`config.mk`:
```
export PLATFORM = sky130hd
export DESIGN_NAME = gate_test_seq_flat
export DESIGN_NICKNAME = d
export VERILOG_FILES = /design/src/rtl/gate_test_seq_pkg.sv /design/src/rtl/gate_test_seq_if.sv /design/src/rtl/gate_test_seq_sync_edge_det.sv /design/src/rtl/gate_test_seq.sv /design/src/flat_wrapper.sv
export SDC_FILE = /design/constraint.sdc
export NUM_CORES = 1
export LEC_CHECK = 0
export CORE_MARGIN = 2
export CORE_UTILIZATION = 30
export CTS_CLUSTER_DIAMETER = 30
export CTS_CLUSTER_SIZE = 24
export DETAILED_ROUTE_END_ITERATION = 7
export PLACE_DENSITY_LB_ADDON = 0.08
export SYNTH_ARGS = -nofsm -noshare
export SYNTH_HDL_FRONTEND = slang
export SYNTH_SLANG_ARGS = --single-unit
export TNS_END_PERCENT = 5
```
`constraint.sdc`:
```
create_clock -name clk -period 1 [get_ports clk]
set_input_delay 0.1 -clock clk [delete_from_list [all_inputs] [get_ports clk]]
set_output_delay 0.1 -clock clk [all_outputs]
set_load 0.03 [all_outputs]
```
`src/rtl/gate_test_seq_pkg.sv`:
```
// Shared types and constants for the AND-gate self-test sequencer.
package gate_test_pkg;

    localparam int unsigned NUM_VEC = 8;
    localparam int unsigned VEC_W   = 3;

    typedef enum logic [1:0] {
        IDLE  = 2'd0,
        APPLY = 2'd1,
        CHECK = 2'd2,
        DONE  = 2'd3
    } state_e;

    typedef logic [VEC_W-1:0] vec_t;

    function automatic logic exp_and(input vec_t vec);
        return &vec;
    endfunction

endpackage

```
`src/rtl/gate_test_seq_if.sv`:
```
// Pin bundle between the sequencer (master) and the 3-input gate under test (slave).
interface gate_test_seq_if;

    logic gate_a;
    logic gate_b;
    logic gate_c;
    logic gate_out;

    modport master (
        output gate_a,
        output gate_b,
        output gate_c,
        input  gate_out
    );

    modport slave (
        input  gate_a,
        input  gate_b,
        input  gate_c,
        output gate_out
    );

endinterface

```
`src/rtl/gate_test_seq_sync_edge_det.sv`:
```
// Two-flop synchroniser followed by a single-cycle rising-edge pulse; used for board buttons.
module sync_edge_det (
    input  logic clk,
    input  logic rst_n,
    input  logic d_i,
    output logic pulse_o
);

    logic meta_q;
    logic sync_q;
    logic prev_q;

    always_ff @(posedge clk or negedge rst_n) begin
        if (!rst_n) begin
            meta_q <= 1'b0;
            sync_q <= 1'b0;
            prev_q <= 1'b0;
        end else begin
            meta_q <= d_i;
            sync_q <= meta_q;
            prev_q <= sync_q;
        end
    end

    assign pulse_o = sync_q & ~prev_q;

endmodule

```
`src/rtl/gate_test_seq.sv`:
```
// Self-test sequencer: walks all 8 vectors through the AND gate and tallies mismatches.
// Optional build macro GATE_TEST_SEQ_LOOP_EN: continuous re-runs plus a sticky fail flag.
module gate_test_seq
    import gate_test_pkg::*;
#(
    parameter int unsigned SETTLE_CYCLES = 4,
    parameter int unsigned CNT_W         = 8
) (
    input  logic                  clk,
    input  logic                  rst_n,
    input  logic                  start,
    gate_test_seq_if.master       gate,
    output logic                  busy,
    output logic                  done,
    output logic                  pass,
    output logic [3:0]            err_count,
    output logic [VEC_W-1:0]      first_fail,
    output logic [VEC_W-1:0]      vec_idx
`ifdef GATE_TEST_SEQ_LOOP_EN
    ,
    output logic                  fail_sticky
`endif
);

    localparam logic [CNT_W-1:0] SETTLE_LOAD = CNT_W'(SETTLE_CYCLES - 1);
    localparam vec_t             LAST_VEC    = VEC_W'(NUM_VEC - 1);

    // Reset asserts asynchronously but releases on a clock edge.
    logic [1:0] rst_sync_q;
    logic       rst_int_n;

    always_ff @(posedge clk or negedge rst_n) begin
        if (!rst_n) begin
            rst_sync_q <= '0;
        end else begin
            rst_sync_q <= {rst_sync_q[0], 1'b1};
        end
    end

    assign rst_int_n = rst_sync_q[1];

    logic start_pulse;

    sync_edge_det u_start_det (
        .clk     (clk),
        .rst_n   (rst_int_n),
        .d_i     (start),
        .pulse_o (start_pulse)
    );

    state_e           state_q, state_d;
    vec_t             vec_q, vec_d;
    logic [CNT_W-1:0] cnt_q, cnt_d;
    logic [3:0]       err_q, err_d;
    vec_t             ff_q, ff_d;
    logic             mismatch;
`ifdef GATE_TEST_SEQ_LOOP_EN
    logic             sticky_q, sticky_d;
`endif

    always_ff @(posedge clk or negedge rst_int_n) begin
        if (!rst_int_n) begin
            state_q  <= IDLE;
            vec_q    <= '0;
            cnt_q    <= '0;
            err_q    <= '0;
            ff_q     <= '0;
`ifdef GATE_TEST_SEQ_LOOP_EN
            sticky_q <= 1'b0;
`endif
        end else begin
            state_q  <= state_d;
            vec_q    <= vec_d;
            cnt_q    <= cnt_d;
            err_q    <= err_d;
            ff_q     <= ff_d;
`ifdef GATE_TEST_SEQ_LOOP_EN
            sticky_q <= sticky_d;
`endif
        end
    end

    assign mismatch = (gate.gate_out != exp_and(vec_q));

    always_comb begin
        state_d  = state_q;
        vec_d    = vec_q;
        cnt_d    = cnt_q;
        err_d    = err_q;
        ff_d     = ff_q;
`ifdef GATE_TEST_SEQ_LOOP_EN
        sticky_d = sticky_q;
`endif
        unique case (state_q)
            IDLE: begin
                if (start_pulse) begin
                    state_d = APPLY;
                    vec_d   = '0;
                    err_d   = '0;
                    ff_d    = '0;
                    cnt_d   = SETTLE_LOAD;
                end
            end
            APPLY: begin
                if (cnt_q == '0) begin
                    state_d = CHECK;
                end else begin
                    cnt_d = cnt_q - 1'b1;
                end
            end
            CHECK: begin
                if (mismatch) begin
                    err_d = err_q + 4'd1;
                    if (err_q == '0) begin
                        ff_d = vec_q;
                    end
`ifdef GATE_TEST_SEQ_LOOP_EN
                    sticky_d = 1'b1;
`endif
                end
                if (vec_q == LAST_VEC) begin
                    state_d = DONE;
                end else begin
                    state_d = APPLY;
                    vec_d   = vec_q + 1'b1;
                    cnt_d   = SETTLE_LOAD;
                end
            end
            DONE: begin
`ifdef GATE_TEST_SEQ_LOOP_EN
                state_d = APPLY;
                vec_d   = '0;
                err_d   = '0;
                ff_d    = '0;
                cnt_d   = SETTLE_LOAD;
`else
                if (start_pulse) begin
                    state_d = APPLY;
                    vec_d   = '0;
                    err_d   = '0;
                    ff_d    = '0;
                    cnt_d   = SETTLE_LOAD;
                end
`endif
            end
            default: state_d = IDLE;
        endcase
    end

    // The vector stays on the pins through CHECK and DONE; only IDLE parks them low.
    always_comb begin
        {gate.gate_a, gate.gate_b, gate.gate_c} = '0;
        if (state_q != IDLE) begin
            {gate.gate_a, gate.gate_b, gate.gate_c} = vec_q;
        end
    end

    assign busy       = (state_q == APPLY) || (state_q == CHECK);
    assign done       = (state_q == DONE);
    assign pass       = done && (err_q == '0);
    assign err_count  = err_q;
    assign first_fail = ff_q;
    assign vec_idx    = vec_q;
`ifdef GATE_TEST_SEQ_LOOP_EN
    assign fail_sticky = sticky_q;
`endif

endmodule
```
`src/flat_wrapper.sv`:
```
// flat-port wrapper written by rule: the top's interface ports become plain ports
module gate_test_seq_flat import gate_test_pkg::*;
#(
    parameter int unsigned SETTLE_CYCLES = 4,
    parameter int unsigned CNT_W         = 8
)
  (clk, rst_n, start, busy, done, pass, err_count, first_fail, vec_idx, gate_gate_a, gate_gate_b, gate_gate_c, gate_gate_out);
  gate_test_seq_if gate_i ();
  input  logic clk;
  input  logic rst_n;
  input  logic start;
  output logic busy;
  output logic done;
  output logic pass;
  output logic [3:0] err_count;
  output logic [VEC_W-1:0] first_fail;
  output logic [VEC_W-1:0] vec_idx;
  output wire logic [$bits(gate_i.gate_a)-1:0] gate_gate_a;
  output wire logic [$bits(gate_i.gate_b)-1:0] gate_gate_b;
  output wire logic [$bits(gate_i.gate_c)-1:0] gate_gate_c;
  input wire logic [$bits(gate_i.gate_out)-1:0] gate_gate_out;
  assign gate_gate_a = gate_i.gate_a;
  assign gate_gate_b = gate_i.gate_b;
  assign gate_gate_c = gate_i.gate_c;
  assign gate_i.gate_out = gate_gate_out;
  gate_test_seq #(.SETTLE_CYCLES(SETTLE_CYCLES), .CNT_W(CNT_W)) u_core (.clk(clk), .rst_n(rst_n), .start(start), .gate(gate_i), .busy(busy), .done(done), .pass(pass), .err_count(err_count), .first_fail(first_fail), .vec_idx(vec_idx));
endmodule
```
==> reports/qor.csv <==
stage;metric;value;unit
setup_path;crit_fanout;3;
global_routing;use_met2;25.8;%
drt;wl_per_cell;13.8;µm
setup_path;crit_arrival;2.13;ns
global_routing;grt_max_degree;24;
global_routing;grtUsageMet1;21.1;%
status;violations;negative setup slack;
clocking;cts_sinks;25;
placed_design;detailed_place.area;0.00193;mm²
clocking;insertion_delay;0.27;ns
global_routing;grt_pass1_vias;1381;
timing;skew;0.00417;ns
floorplanning;die_h;71.8;µm
cells_and_area;n_antenna_cell;0;
cells_and_area;num-nets-final;222;
pwr;p_int;4.39;mW
drt;avgViaCountPerCell;4.97;
cells_and_area;fin_util;47.8;%
clocking;cts_buffers;3;
cells_and_area;nFillCells;417;
hold_path;hold_path_class;reg -> async;
floorplanning;boundaryPins;20;
floorplanning;rows;24;
cells_and_area;drive_gt1_share;37.2;%
global_routing;busiest_layer;met2;
cells_and_area;layout.cells.non_filler;259;
timing;finalSetupViolCount;33;
global_routing;use_met3;1.69;%
placed_design;dp_slack;-0.957;ns
floorplanning;die_w;71.8;µm
placed_design;portBuffers;19;
cells_and_area;multi_input_area;767;µm²
clocking;cts_max_level;1;
yosys;syn_avg_cell_area;9.50;µm²
cells_and_area;design_area;0.00210;mm²
drt;first_iter_violations;53;
timing;slew_violations;0;
setup_path;ff2ff_setup_slack;-0.97;ns
pwr;p_per_area;3730;mW/mm²
global_routing;track_usage;15.4;%
yosys;postSynthCellCount;145;
placed_design;place_inst;254;
yosys;yosysSeqAreaShare;45.4;%
status;status;complete, but fails checks;
floorplanning;core-area;0.00438;mm²
yosys;synth_area;0.00138;mm²
pwr;ir_drop;1380;µV
drt;vias;1288;
pwr;p_comb_share;69.5;%
clocking;cts_tree;yes;
floorplanning;start_util;31.4;%
setup_path;critPathCaptureType;flop;
yosys;synth_cell_types;34;
setup_path;crit_required;1.16;ns
setup_path;critPathKind;reg -> reg;
clocking;path_clk_slew;0.10;ns
timing;fin_tns_setup;-16.50;ns
setup_path;crit_path_start_kind;flop;
yosys;postSynthNetCount;159;
global_routing;antenna_found_initial;0;
clocking;post_cts_buffers;0;
timing;whs;0.236;ns
timing;fin_crit_sh;197;%
cells_and_area;seq_area;628;µm²
timing;timing.fmax;0.508;GHz
clocking;clockBufferDepth;2;
drt;drtAntennaViolNets;0;
pwr;p_sw;3.43;mW
clocking;cts_root_buf;clkbuf_8;
pwr;leakage;0.986;nW
pwr;power_frac_seq;22.4;%
floorplanning;dieArea;0.00515;mm²
drt;routed_wl;3.56;mm
cells_and_area;area_delta_synth_final;52.2;%
pwr;switching_share;43.9;%
global_routing;grt_pass1_wl;6.31;mm
global_routing;grt-ovfl-total;0;
timing;hold_viol_final;0;
run;max-cap-violations;0;
placed_design;gp_congestion;0.818;
yosys;yosys_warnings;0;
drt;drc;0;
timing;fin_crit;1.97;ns
yosys;ys_seq_elements;25;
placed_design;dp_hpwl;2.70;mm
pwr;finalPower;7.82;mW
pwr;clkPwrFrac;8.1;%
drt;first_pass_iters;4;
timing;fin_ws;-0.969;ns
timing;rsz0062_at_grt;true;
[cell type report]
type / count / area share [%]
Multi-Input combinational cell: 103 / 36.6
Inverter: 13 / 2.33
Timing Repair Buffer: 62 / 25.7
Clock inverter: 1 / 0.358
Tap cell: 52 / 3.10
Sequential cell: 25 / 30.0
Clock buffer: 3 / 1.97
[synth_stat cells, drive strengths merged]
master	count	area (µm²)
nor2b	5	31.3
nor4bb	1	10.0
mux2i	3	30.0
inv	13	48.8
or4	6	45.0
o21ai	15	75.1
a22o	1	8.76
buf	1	5.00
nor2	3	11.3
conb	1	3.75
a211o	2	17.5
a2111oi	1	8.76
nor3b	3	22.5
nand3b	1	7.51
ha	10	125
o211ai	2	15.0
nor3	2	10.0
dfrtp	25	626
xnor2	1	8.76
or4b	1	10.0
nor4	3	18.8
clkbuf	3	11.3
nand3	1	5.00
a211oi	1	7.51
o31ai	5	37.5
nor4b	1	8.76
nand2	21	78.8
a221o	2	20.0
a21oi	5	25.0
nand2b	3	18.8
or3b	1	8.76
mux2	1	11.3
and3	1	6.26
[cell families (layout without fill, tap and decap cells)]
| family | after synthesis | count (layout) | synth area share (%) |
|---|---|---|---|
| compound gates | 34 | 34 | 15.6 |
| xor+xnor | 1 | 1 | 0.636 |
| flops | 25 | 25 | 45.4 |
| buf+inv | 17 | 79 | 4.72 |
| mux | 4 | 4 | 3.00 |
| simple gates | 53 | 53 | 21.3 |
| fa+ha+maj | 10 | 10 | 9.08 |
| other cells | 1 | 1 | 0.272 |
[worst max-delay path, cell delays in order (launching register included)]
cell	delay, ns
dfrtp_2	0.44
ha_4	0.17
ha_4	0.16
xnor2_2	0.13
or4b_1	0.47
a211o_1	0.34
mux2i_1	0.15
[layout by cell type, fill, tap and decap left out, drive strengths merged]
cell type	n
a221o	2
dlygate4sd3	1
nand3	1
nand2b	3
nand2	21
clkdlybuf4s50	3
nor4b	1
mux2i	3
mux2	1
o31ai	5
a22o	1
or4	6
nor3b	3
or3b	1
a2111oi	1
ha	10
inv	13
a211oi	1
clkbuf	3
nor4bb	1
nor2b	5
o211ai	2
conb	1
a211o	2
xnor2	1
o21ai	15
nor2	3
clkinvlp	1
or4b	1
nand3b	1
nor3	2
buf	58
dfrtp	25
and3	1
nor4	3
a21oi	5
[routing by layer]
metal	up-vias	wire length (µm)
li1	637	-
met1	636	1710
met2	13	1750
met3	2	84
met4	0	19
met5	-	0
[sequential cells by signal, indices dropped and copies added, names as in the netlist]
register                   count
u_core.vec_idx                 3
u_core.first_fail              3
u_core.state_q                 2
u_core.u_start_det.meta_q      1
u_core.cnt_q                   8
u_core.rst_sync_q              2
u_core.u_start_det.sync_q      1
u_core.err_count               4
u_core.u_start_det.prev_q      1
[power groups by stage]
stage          clock network (mW)  registers (mW)  logic, mW
4_1_cts                     0.661            1.74       5.46
3_5_place_dp                    0            1.73       4.99
2_1_floorplan                   0            2.11       2.29
5_1_grt                     0.709            1.82       5.94
3_3_place_gp                    0            1.73       4.87
6_report                    0.633            1.75       5.44
[worst paths after layout]
path | from | endpoint | cells past startpoint
max | u_core.vec_idx[1]$_DFFE_PN0P_ | u_core.first_fail[1]$_DFFE_PN0P_ | 6
min | u_core.rst_sync_q[1]$_DFF_PN0_ | u_core.u_start_det.meta_q$_DFF_PN0_ | 1
max reg2reg | u_core.vec_idx[1]$_DFFE_PN0P_ | u_core.first_fail[1]$_DFFE_PN0P_ | 6
min reg2reg | u_core.rst_sync_q[1]$_DFF_PN0_ | u_core.u_start_det.meta_q$_DFF_PN0_ | 1
max in group asynchronous | rst_n | u_core.rst_sync_q[1]$_DFF_PN0_ | 2
min in group clk | start | u_core.u_start_det.meta_q$_DFF_PN0_ | 1
[what timing repair did]
action,in CTS,in global routing
hold endpoints to repair,2,0
endpoints found under the setup margin,33,33
gates resized for setup,28,1
pin swaps,6,0
hold buffers,1,0
Note: power is estimated with default switching activity, not from simulation.
==> edit 1: new RTL, same flow settings <==
The 4 states of `state_e` get a Gray code encoding in 2 bits.
--- a/src/rtl/gate_test_seq_pkg.sv
+++ b/src/rtl/gate_test_seq_pkg.sv
@@ -5,10 +5,10 @@
     localparam int unsigned VEC_W   = 3;
 
     typedef enum logic [1:0] {
-        IDLE  = 2'd0,
-        APPLY = 2'd1,
-        CHECK = 2'd2,
-        DONE  = 2'd3
+        IDLE  = 2'b00,
+        APPLY = 2'b01,
+        CHECK = 2'b11,
+        DONE  = 2'b10
     } state_e;
 
     typedef logic [VEC_W-1:0] vec_t;
Function: no difference found for any inputs over 10 cycles, from zero or initial values and one cycle with rst_n low; not proved beyond that.
==> edit 1 against the unedited design <==
  * The run still ends with setup timing left
  * Total power is 35% lower
  * Setup slack better by 190 ps
  * Routed wire length is 20% lower
  * Sequential cell count stayed put
  * Synthesized area is 5.6% lower
  * Die area is 5.3% lower
  * Utilization is 2.5 points higher
  * Global-route usage is 2.9 points lower
  * Cell area is 1.9% lower
  * Clock skew is 6.2 ps higher
  * Largest power group unchanged
==> edit 1: results (changes against the unedited design) <==
Outcome
  – Outcome: finished with violations
  – Failing checks: setup timing

Cells and area
  – Post-route non-filler standard cell count: 238 (-8.1%)
  – Share of final-layout standard cells stronger than drive strength 1: 0.489 (+0.117)
  – Net count reported at finish: 199 (-10%)
  – Fraction of area in clock buffers and inverters: 0.0237 (+0.000453)
  – Final non-filler cell area: 2060 µm² (-1.9%)
  – Inverters excl. clock: 9 (-4)
  – Non-clock buffer total of the final layout: 58 (-6.5%)
  – Storage cell area: 631 µm² (+0.40%)

Timing
  – Min setup slack post-route: -781 ps (+189 ps)
  – Total setup violations reported at the end of the flow: 33 (unchanged)
  – Fin Hold WS: 165 ps (-70.8 ps)

Critical path
  – Slowest stage delay, CP: 490 ps (+20 ps)
  – Slowest cell on crit path: sky130_fd_sc_hd__or4b_4
  – Reg-to-Reg End: u_core.cnt_q[6]
  – CP arrival: 1980 ps (-150 ps)

GRT
  – GR met1 Demand/Resource: 0.161 (-0.0499)
  – Met2 Resource Use GR: 0.221 (-0.0371)

Die
  – Horizontal die dimension: 69.8 µm (-2.7%)

Route
  – Wire length on met1: 1350 µm (-21%)
  – Wire length on met3: 74 µm (-12%)
  – Wire length per cell after detailed routing: 12.0 µm (-13%)
  – Vias post-DR: 1111 (-14%)
  – Length of the first detailed-routing pass in iterations: 3 (-1)

Yosys
  – Synth Instances: 130 (-10%)
  – Xor/xnor cell area share of the yosys netlist: 0.0269 (+0.0206)
  – Post-synthesis compound-gate area fraction: 0.100 (-0.0561)

Place
  – DP Wirelength: 2170 µm (-20%)
  – Placed inst area: 1830 µm² (-5.2%)

Power
  – Power Clock: 620 µW (-2%)
  – Logic pwr share: 0.573 (-0.122)
  – NetSw: 1.97 mW (-43%)
  – Peak ir drop on the vdd network: 1230 µV (-11%)
-- edit 1: cell types whose count changed after synthesis, moves of 3 or more --
cell	unedited run	this run
sky130_fd_sc_hd__or3_1	0	4
sky130_fd_sc_hd__inv_1	13	9
sky130_fd_sc_hd__or4_1	6	2
sky130_fd_sc_hd__ha_1	10	6
sky130_fd_sc_hd__nor4_1	3	0
sky130_fd_sc_hd__mux2i_1	3	6
sky130_fd_sc_hd__nand2_1	21	14
sky130_fd_sc_hd__o21ai_0	4	12
sky130_fd_sc_hd__o21ai_1	11	0
sky130_fd_sc_hd__o31ai_1	5	1
-- edit 1: through the flow --
stage	power [mW]	setup TNS [ps]
global route	5.51	-17960
finish	5.09	-15410
floorplan	2.95	-14330
global placement	4.05	-13930
CTS	4.99	-15510
detailed placement	4.13	-14220
-- edit 1: repair_timing --
action	CTS	global route
setup endpoints to repair	33	33
hold buffers	1	0
endpoints found under the hold margin	2	0
gates resized for setup	34	14
pin swaps	6	2
cloned	0	0
==> edit 2: new RTL, config.mk and constraints unchanged <==
Made on the original files. `CNT_W` is set to 8 in 2 places; all go to 12.
--- a/src/rtl/gate_test_seq.sv
+++ b/src/rtl/gate_test_seq.sv
@@ -4,7 +4,7 @@
     import gate_test_pkg::*;
 #(
     parameter int unsigned SETTLE_CYCLES = 4,
-    parameter int unsigned CNT_W         = 8
+    parameter int unsigned CNT_W         = 12
 ) (
     input  logic                  clk,
     input  logic                  rst_n,
--- a/src/flat_wrapper.sv
+++ b/src/flat_wrapper.sv
@@ -2,7 +2,7 @@
 module gate_test_seq_flat import gate_test_pkg::*;
 #(
     parameter int unsigned SETTLE_CYCLES = 4,
-    parameter int unsigned CNT_W         = 8
+    parameter int unsigned CNT_W         = 12
 )
   (clk, rst_n, start, busy, done, pass, err_count, first_fail, vec_idx, gate_gate_a, gate_gate_b, gate_gate_c, gate_gate_out);
   gate_test_seq_if gate_i ();
Check against the original RTL: no difference found for any inputs over 10 cycles, from zero or initial values and one cycle with rst_n low; that may be too few to reach the edited logic, so the function may still have changed.
==> edit 2 against the unedited design <==
  * The run still ends with setup timing left
  * Setup slack better by 110 ps
  * Combinational power up 4%
  * Routed wire length up 32%
  * Utilization up 4.9 points
  * Total power up 8.4%
  * Sequential share of layout area down 3.2 points
  * Global-route usage up 1.6 points
  * Synthesized area up 18%
  * Sequential cell count up 4
  * Cell area up 30%
  * Critical endpoint is now u_core.cnt_q[4]
==> edit 2: results (changes against the unedited design) <==
Outcome
  – Outcome: finished with violations
  – Failing checks: setup timing

Cells and area
  – Storage cell area: 731 µm² (+16%)
  – Share of final-layout standard cells stronger than drive strength 1: 0.540 (+0.168)
  – Net count reported at finish: 265 (+19%)
  – Number of flip-flops under the largest register name: 12 (+4)
  – Number of fillers in the final layout: 469 (+12%)

Route
  – Top layer in use: met4
  – Vias post-DR: 1564 (+21%)
  – Length of the first detailed-routing pass in iterations: 4 (unchanged)
  – Number of remaining DRC errors: 0 (unchanged)
  – Routed wl met2: 2380 µm (+36%)
  – Wire length on met3: 129 µm (+54%)
  – Wire length on met1: 2130 µm (+24%)
  – Wire length per cell after detailed routing: 14.6 µm (+6.0%)
  – Final routed wirelength across all metal layers: 4700 µm (+32%)
  – Violation count after the first detailed-routing iteration: 78 (+47%)

Critical path
  – Length in cells of the worst reg-to-reg path: 6 (unchanged)
  – CP arrival: 2070 ps (-60 ps)
  – Destination of the critical timing path: u_core.cnt_q[4]
  – Launch point of the worst path: u_core.cnt_q[0]

Clocking
  – Max clock buf depth: 2 (unchanged)
  – H-tree depth reported by CTS: 2 (+1)
  – Clock input transition at the sequential cells of the worst setup and hold paths: 70 ps (-30 ps)
  – Library cell used as clock root buffer: sky130_fd_sc_hd__clkbuf_8
  – Clock latency reported for the late side of the worst-skew pair: 290 ps (+20 ps)
  – Total CTS buffers: 5 (+2)

Place
  – GPL Wtd Cong: 0.920 (+13%)
  – DP Wirelength: 3460 µm (+28%)
  – Count of placed standard cells including taps: 313 (+23%)
  – Pre-CTS setup slack: -921 ps (+35.3 ps)
  – Placed inst area: 2330 µm² (+21%)

Power
  – Leakage Power: 1.23 nW (+25%)
  – Peak ir drop on the vdd network: 1710 µV (+24%)

Timing
  – Largest clock skew in the final design: 9.85 ps (+5.68 ps)
  – Min setup slack post-route: -861 ps (+108 ps)
  – Total setup violations reported at the end of the flow: 37 (+12%)

Yosys
  – Sequential fraction of the synthesis area: 0.448 (-0.00591)
  – Total nets after synthesis: 183 (+15%)
  – Post-synthesis cell type count: 40 (+18%)
  – Top post-synthesis cells by area: sky130_fd_sc_hd__dfrtp_1, sky130_fd_sc_hd__ha_1, sky130_fd_sc_hd__nand2_1, sky130_fd_sc_hd__mux2i_1, sky130_fd_sc_hd__inv_1
  – Synth Instances: 169 (+17%)
  – Leading cell types by count after synthesis: sky130_fd_sc_hd__dfrtp_1, sky130_fd_sc_hd__nand2_1, sky130_fd_sc_hd__inv_1

GRT
  – Global-route wire length before repair: 8090 µm (+28%)
  – Maximum number of pins on one net before global-route repair: 19 (-21%)
  – GRT Total Usage: 0.170 (+0.0156)
  – Number of global-route vias before repair: 1694 (+23%)
==> edit 2: timing repair <==
action,CTS,global route
gates cloned,0,0
hold buffers,1,0
setup endpoints to repair,37,37
pin swaps,15,7
resized for setup,49,23
setup buffers,0,0
endpoints found under the hold margin,2,0
==> edit 2: area by class of cell <==
type / count / share of cell area
inverters: 12 / 0.0165
repair buffers: 82 / 0.260
clock buffers: 8 / 0.0330
flip-flops and latches: 29 / 0.268
well taps: 70 / 0.0321
multi-input cells: 121 / 0.391
==> edit 2: cell families (layout without fill, tap and decap cells) <==
group	Yosys count	after routing	share of synthesized area
xor+xnor	1	1	0.00541
fa+ha+maj	10	10	0.0773
mux	6	6	0.0371
compound gates	32	32	0.142
flops	29	29	0.448
other cells	1	1	0.00232
buf+inv	19	102	0.0441
simple gates	71	71	0.243
==> edit 2: worst max-delay path: stages, from the launching register on <==
cell and delay [ps]:
sky130_fd_sc_hd__dfrtp_1 410, sky130_fd_sc_hd__inv_2 90, sky130_fd_sc_hd__ha_4 130, sky130_fd_sc_hd__or3b_4 390, sky130_fd_sc_hd__buf_4 160, sky130_fd_sc_hd__or4_4 480, sky130_fd_sc_hd__a21oi_2 140
==> edit 2: through the flow <==
stage	TNS, ps	hold slack (ps)
2_1_floorplan	-18360	-196
3_3_place_gp	-18750	177
6_report	-18220	170
4_1_cts	-18620	179
3_5_place_dp	-19180	178
5_1_grt	-20810	212
==> edit 2: report_power, final <==
group,internal (mW),leakage (nW),switching (mW)
clock network,0.561,0.0455,0.462
logic,2.77,0.823,2.87
registers,1.52,0.362,0.282
total,4.86,1.23,3.62
==> edit 2: routing by layer <==
layer / track usage / vias up
met5: 0 / -
met4: 0.0589 / 0
met3: 0.0395 / 6
met2: 0.281 / 23
met1: 0.218 / 760
li1: - / 775
